File: config.mk
export PLATFORM = sky130hd
export DESIGN_NAME = cb_zigzag_serializer
export DESIGN_NICKNAME = d
export VERILOG_FILES = /design/src/rtl/jpeg_zz_pkg.sv /design/src/rtl/zz_block_buffer.sv /design/src/rtl/cb_zigzag_serializer.sv
export SDC_FILE = /design/constraint.sdc
export NUM_CORES = 1
export LEC_CHECK = 0
export ABC_AREA = 0
export ABC_CLOCK_PERIOD_IN_PS = 30200
export CORE_MARGIN = 2
export CORE_UTILIZATION = 35
export CTS_CLUSTER_SIZE = 12
export DETAILED_ROUTE_END_ITERATION = 12
export PLACE_DENSITY_LB_ADDON = 0.2
export SLEW_MARGIN = 40
export SYNTH_ARGS = -nofsm -noshare
export SYNTH_HDL_FRONTEND = slang
export SYNTH_HIERARCHICAL = 1
export SYNTH_SLANG_ARGS = --single-unit
File: constraint.sdc
create_clock -name clk -period 30.2 [get_ports clk]
set_clock_uncertainty 0.05 [all_clocks]
set_input_delay 3.02 -clock clk [delete_from_list [all_inputs] [get_ports clk]]
set_output_delay 3.02 -clock clk [all_outputs]
set_load 0.05 [all_outputs]
File: src/rtl/jpeg_zz_pkg.sv
// Shared definitions for the Y/Cb/Cr zigzag serializers.
//   coef_q_t   : quantized coefficient, 11-bit signed
//   coef_s_t   : serialized coefficient / DC differential, 12-bit signed
//   zz_state_e : serializer FSM states
//   ZZ_ORDER   : JPEG zigzag position k -> raster index (row*8 + col)
//   sext_coef  : sign-extend a quantized coefficient to serializer width
package jpeg_zz_pkg;

  typedef logic signed [10:0] coef_q_t;
  typedef logic signed [11:0] coef_s_t;

  typedef enum logic {
    ZZ_IDLE = 1'b0,
    ZZ_SCAN = 1'b1
  } zz_state_e;

  localparam logic [5:0] ZZ_ORDER [0:63] = '{
    6'd0,  6'd1,  6'd8,  6'd16, 6'd9,  6'd2,  6'd3,  6'd10,
    6'd17, 6'd24, 6'd32, 6'd25, 6'd18, 6'd11, 6'd4,  6'd5,
    6'd12, 6'd19, 6'd26, 6'd33, 6'd40, 6'd48, 6'd41, 6'd34,
    6'd27, 6'd20, 6'd13, 6'd6,  6'd7,  6'd14, 6'd21, 6'd28,
    6'd35, 6'd42, 6'd49, 6'd56, 6'd57, 6'd50, 6'd43, 6'd36,
    6'd29, 6'd22, 6'd15, 6'd23, 6'd30, 6'd37, 6'd44, 6'd51,
    6'd58, 6'd59, 6'd52, 6'd45, 6'd38, 6'd31, 6'd39, 6'd46,
    6'd53, 6'd60, 6'd61, 6'd54, 6'd47, 6'd55, 6'd62, 6'd63
  };

  function automatic coef_s_t sext_coef(input coef_q_t v);
    return coef_s_t'(v);
  endfunction

endpackage

File: src/rtl/zz_block_buffer.sv
// 8x8 block store for the zigzag serializer.
//   clk       : clock
//   i_wr_en   : write the whole block in one cycle
//   i_wr_data : block to store, [row][col]
//   i_rd_addr : raster read address (row*8 + col)
//   o_rd_data : coefficient at i_rd_addr (combinational read)
module zz_block_buffer
  import jpeg_zz_pkg::*;
(
  input  logic    clk,
  input  logic    i_wr_en,
  input  coef_q_t i_wr_data [0:7][0:7],
  input  logic [5:0] i_rd_addr,
  output coef_q_t o_rd_data
);

  coef_q_t r_mem [0:7][0:7];

  always_ff @(posedge clk) begin
    if (i_wr_en)
      r_mem <= i_wr_data;
  end

  assign o_rd_data = r_mem[i_rd_addr[5:3]][i_rd_addr[2:0]];

endmodule

File: src/rtl/cb_zigzag_serializer.sv
// Cb zigzag serializer: captures a quantized 8x8 block on a single-cycle
// enable and streams its 64 coefficients in JPEG zigzag order over a
// valid/ready handshake. Coefficient 0 is replaced by its DPCM differential
// against the previous completed block's DC.
//   clk        : clock
//   rst        : synchronous active-low reset
//   enable     : block-present strobe
//   Q          : quantized block, valid only with enable
//   dc_restart : clear DC predictor (sampled with accepted enable)
//   in_ready   : a block can be accepted (registered)
//   coef_out   : zigzag coefficient (idx 0 = DC differential)
//   coef_idx   : zigzag index of coef_out
//   coef_valid : coef_out/coef_idx/coef_last valid
//   coef_ready : downstream accepts
//   coef_last  : high with index 63
//   overrun    : sticky, a block arrived while streaming and was dropped
module cb_zigzag_serializer
  import jpeg_zz_pkg::*;
(
  input  logic       clk,
  input  logic       rst,
  input  logic       enable,
  input  coef_q_t    Q [0:7][0:7],
  input  logic       dc_restart,
  output logic       in_ready,
  output coef_s_t    coef_out,
  output logic [5:0] coef_idx,
  output logic       coef_valid,
  input  logic       coef_ready,
  output logic       coef_last,
  output logic       overrun
);

  zz_state_e  r_state;
  logic [5:0] r_idx;
  coef_q_t    r_prev_dc;
  coef_q_t    r_cur_dc;
  coef_s_t    r_coef;
  logic       r_valid;
  logic       r_last;
  logic       r_in_ready;
  logic       r_overrun;

  logic       w_accept;
  logic       w_xfer;
  logic [5:0] w_next_idx;
  logic [5:0] w_rd_addr;
  coef_q_t    w_rd_data;
  coef_q_t    w_pred;
  coef_s_t    w_dc_diff;

  assign w_accept   = (r_state == ZZ_IDLE) && enable;
  assign w_xfer     = r_valid && coef_ready;
  assign w_next_idx = r_idx + 6'd1;
  // The buffer is read one position ahead so the next coefficient can be
  // registered on the transfer edge; idx 0 bypasses the buffer entirely.
  assign w_rd_addr  = ZZ_ORDER[w_next_idx];
  assign w_pred     = dc_restart ? '0 : r_prev_dc;
  assign w_dc_diff  = sext_coef(Q[0][0]) - sext_coef(w_pred);

  zz_block_buffer u_buf (
    .clk       (clk),
    .i_wr_en   (w_accept),
    .i_wr_data (Q),
    .i_rd_addr (w_rd_addr),
    .o_rd_data (w_rd_data)
  );

  always_ff @(posedge clk) begin
    if (!rst) begin
      r_state    <= ZZ_IDLE;
      r_idx      <= '0;
      r_prev_dc  <= '0;
      r_cur_dc   <= '0;
      r_coef     <= '0;
      r_valid    <= 1'b0;
      r_last     <= 1'b0;
      r_in_ready <= 1'b0;
      r_overrun  <= 1'b0;
    end else begin
      if ((r_state == ZZ_SCAN) && enable)
        r_overrun <= 1'b1;

      case (r_state)
        ZZ_IDLE: begin
          r_in_ready <= 1'b1;
          if (enable) begin
            r_state    <= ZZ_SCAN;
            r_in_ready <= 1'b0;
            r_valid    <= 1'b1;
            r_idx      <= '0;
            r_last     <= 1'b0;
            r_coef     <= w_dc_diff;
            r_cur_dc   <= Q[0][0];
          end
        end
        ZZ_SCAN: begin
          if (w_xfer) begin
            if (r_idx == 6'd63) begin
              r_state    <= ZZ_IDLE;
              r_in_ready <= 1'b1;
              r_valid    <= 1'b0;
              r_last     <= 1'b0;
              r_idx      <= '0;
              r_coef     <= '0;
              r_prev_dc  <= r_cur_dc;
            end else begin
              r_idx  <= w_next_idx;
              r_coef <= sext_coef(w_rd_data);
              r_last <= (w_next_idx == 6'd63);
            end
          end
        end
      endcase
    end
  end

  assign in_ready   = r_in_ready;
  assign coef_out   = r_coef;
  assign coef_idx   = r_idx;
  assign coef_valid = r_valid;
  assign coef_last  = r_last;
  assign overrun    = r_overrun;

endmodule

==> out/metrics.csv <==
metric;value;unit
status;complete, no violations;
timing_max_transition_violations_final;0;
drt-initial-drc-count;1601;
synth.largest_area_cell;sky130_fd_sc_hd__edfxtp_1;
die_height;299;um
ctsHtreeMaxLevel;3;
postCtsResizedCells;0;
comb_power_share;0.087;
dpl.hpwl;73200;um
worst_hold_path.num_cells;2;
synth_edf_count;704;
ir_drop;47.7;uV
post-route-drc-count;0;
slew_worst_pin;0.896;ns
synthTopCellsByArea;sky130_fd_sc_hd__edfxtp_1, sky130_fd_sc_hd__mux4_2, sky130_fd_sc_hd__dfxtp_1, sky130_fd_sc_hd__a21oi_1, sky130_fd_sc_hd__ha_1;
clockPowerShare;0.409;
path_class;input port to flip-flop;
worst_r2r_path_depth;16;
final_layout_size_suffix_gt1_frac;0.148;
synthFlopType;sky130_fd_sc_hd__edfxtp_1;
cts_inserted_buffers;85;
arrival;6.82;ns
switchingPower;538;uW
drt-pass1-iter-count;5;
syn_inst;1617;
gpl.final_weighted_congestion;0.840;
gr-usage-all-layers;0.215;
hold_class;flip-flop to flip-flop;
io_pins;731;
critical_path.endpoint_type;flip-flop;
clock_tree_from_tritoncts;built;
yosys_warnings;6;
setup-violations-final;0;
worst_slack;23.60;ns
holdPathEnd;r_prev_dc[5]$_SDFFE_PN0P_;
synth_cell_types;79;
power.internal;1910;uW
synth.yosys.seq_area_share;0.724;
route.final.wire_length;97900;um
wire_length_of_the_first_global_routing_pass;137000;um
worst_setup_path_start_kind;input port;
maximum_fanout_along_the_worst_path;101;
rows;108;
max_freq;0.152;GHz
area_growth;37.5;%
powerDensity;58.4;nW/um^2
reg2reg_setup_slack;23.67;ns
post_drt_via_cell_ratio;5.15;
clockRootBuffer;sky130_fd_sc_hd__clkbuf_16;
regToRegStartpoint;coef_idx[0]$_SDFFE_PN0P_;
grt_setup_unrepaired;no;
die_x;299;um
hold_crit_start;r_cur_dc[5]$_SDFFE_PN0P_;
core_area;86500;um^2
postSynth.asyncResetShare;0;
share_seq_of_total_power;0.504;
post_dr_wirelength_cell;27.2;um
netlist_area;30400;um^2
timing.max_slew.rel_slack;0.401;
grt_pass1_vias;19500;
final_clock_period_utilization_by_the_worst_path;0.218;
grt_overflow_total;0;
pre_cts_slack;22.53;ns
finalWorstPathRequiredPeriod;6.60;ns
insertion_delay;0.66;ns
cts.hold.buffers_added;0;
detail-route-antenna-nets;0;
floorplan.die_area;89400;um^2
antenna_found_initial;38;
floorplan.initialDensity;0.352;
critical_r2r_capture;coef_out[7]$_SDFFE_PN0P_;
largest_net_degree_at_the_start_of_global_routing;110;
clkSinkCount;749;
whs;0.404;ns
power_leakage;0.0136;uW
detailroute.via_count;18600;
final_core_utilization;0.484;
ys_ff_latch;749;
timing.setup.tns;0;ns
yosysTopAreaCellShare;0.694;
maxCapViolCount;0;
report.final.hold_viol_count;0;
postSynthAreaPerCell;18.8;um^2
cts_setup_buffers;0;
worst-endpoint-required;30.42;ns
swShare;0.220;
io_buffer_count;730;
postSynthNetCount;2352;
clk_pin_slew_worst_paths;0.05;ns
final_nets;3095;
cts_buffer_depth;3;
## registers in the layout, summed over array words and instances, names as in the netlist
| name | flops |
|---|---|
| coef_idx | 6 |
| coef_last | 1 |
| coef_out | 12 |
| coef_valid | 1 |
| in_ready | 1 |
| overrun | 1 |
| r_cur_dc | 11 |
| r_prev_dc | 11 |
| r_state | 1 |
| u_buf/r_mem | 704 |
## layout make-up
| cell class | instances | area [um^2] |
|---|---|---|
| diodes | 23 | 57.6 |
| clock buffers | 105 | 2230 |
| clock inverters | 48 | 462 |
| fillers | 7299 | 44600 |
| inverters | 16 | 68.8 |
| multi-input cells | 748 | 7910 |
| flip-flops and latches | 749 | 22000 |
| well taps | 1155 | 1450 |
| repair buffers | 760 | 7630 |
## Yosys cell counts (all sizes together) (3+ instances only)
cell type and count:
edfxtp 704, mux4 186, nand2 80, a21oi 78, buf 63, nor2 47
dfxtp 45, clkbuf 41, o22ai 40, o21ai 38, nand2b 36, ha 25
nand3 18, inv 15, mux2i 14, a32o 12, nor3 12, nor2b 10
a22oi 9, o32ai 8, or2 8, and3 7, o211ai 7, o221ai 7
a21o 6, a221oi 6, a31oi 6, o21bai 6, xnor2 6, or3 5
a221o 4, a311oi 4, a32oi 4, and2 4, mux2 4, nand4 4
nor3b 4, a21boi 3, nand3b 3, nor4 3, o311ai 3
## layer usage
layer | part of all wire | up-vias | track usage
met2 | 0.52 | 744 | 0.373
met1 | 0.38 | 9452 | 0.258
met4 | 0.022 | 32 | 0.0681
li1 | - | 8189 | -
met3 | 0.077 | 144 | 0.0618
met5 | 0.0020 | - | 0
## placed cells by master (no fill, tap or decap), types with 14 or more instances in the layout
cell type,netlist,final
sky130_fd_sc_hd__edfxtp_1,704,704
sky130_fd_sc_hd__nand2b_1,36,34
sky130_fd_sc_hd__mux4_2,175,175
sky130_fd_sc_hd__dfxtp_1,45,42
sky130_fd_sc_hd__clkbuf_1,40,17
sky130_fd_sc_hd__nor2_1,47,47
sky130_fd_sc_hd__buf_4,14,17
sky130_fd_sc_hd__a21oi_1,78,78
sky130_fd_sc_hd__nand3_1,17,17
sky130_fd_sc_hd__mux2i_1,14,14
sky130_fd_sc_hd__clkinv_2,0,18
sky130_fd_sc_hd__clkbuf_16,0,85
sky130_fd_sc_hd__o22ai_1,40,38
sky130_fd_sc_hd__clkinv_1,1,16
sky130_fd_sc_hd__o21ai_0,36,36
sky130_fd_sc_hd__clkdlybuf4s50_1,0,730
sky130_fd_sc_hd__nand2_1,80,80
sky130_fd_sc_hd__diode_2,0,23
sky130_fd_sc_hd__ha_1,25,25
## how the worst max path moves through the flow
stage | startpoint | endpoint | cells past startpoint
after floorplan | enable | u_buf/r_mem[0]$_DFFE_PP_ | 4
after global placement | enable | u_buf/r_mem[122]$_DFFE_PP_ | 6
after detailed placement | enable | u_buf/r_mem[100]$_DFFE_PP_ | 6
after CTS | coef_idx[1]$_SDFFE_PN0P_ | coef_out[7]$_SDFFE_PN0P_ | 16
after global routing | coef_idx[0]$_SDFFE_PN0P_ | coef_out[8]$_SDFFE_PN0P_ | 17
final | enable | u_buf/r_mem[122]$_DFFE_PP_ | 7
## critical path, stage by stage
cell and delay [ns]:
sky130_fd_sc_hd__clkdlybuf4s50_1 0.59, sky130_fd_sc_hd__nand2b_2 0.33, sky130_fd_sc_hd__inv_8 0.62, sky130_fd_sc_hd__buf_6 0.39
sky130_fd_sc_hd__buf_16 0.30, sky130_fd_sc_hd__clkbuf_8 0.66, sky130_fd_sc_hd__buf_6 0.72
## cells by family (layout without fill, tap and decap cells)
family / count (synthesis) / count (layout) / share of synthesized area
flip-flops: 749 / 749 / 0.724
AO/OA/AOI/OAI: 263 / 263 / 0.0574
AND/OR/NAND/NOR: 247 / 247 / 0.0400
multiplexers: 204 / 204 / 0.145
buffers and inverters: 120 / 929 / 0.0197
adder cells (fa/ha/maj): 26 / 26 / 0.0109
XOR/XNOR: 8 / 8 / 0.00280
other: 0 / 23 / 0
## power by group through the flow
| stage | Sequential [uW] | Clock (uW) | Combinational, uW |
|---|---|---|---|
| 2_1_floorplan | 1310 | 0 | 71.4 |
| 3_3_place_gp | 1250 | 0 | 208 |
| 3_5_place_dp | 1250 | 0 | 213 |
| 4_1_cts | 1230 | 1020 | 213 |
| 5_1_grt | 1240 | 1060 | 225 |
| 6_report | 1230 | 1000 | 212 |
## metrics by stage
| stage | total power [uW] | instance area (um^2) | std cells |
|---|---|---|---|
| 2_1_floorplan | 1380 | 30400 | 1617 |
| 3_3_place_gp | 1460 | 38900 | 3425 |
| 3_5_place_dp | 1470 | 39100 | 3427 |
| 4_1_cts | 2470 | 41800 | 3580 |
| 5_1_grt | 2520 | 41800 | 3598 |
| 6_report | 2440 | 41900 | 3604 |
Power figures use the tool's default switching activity.
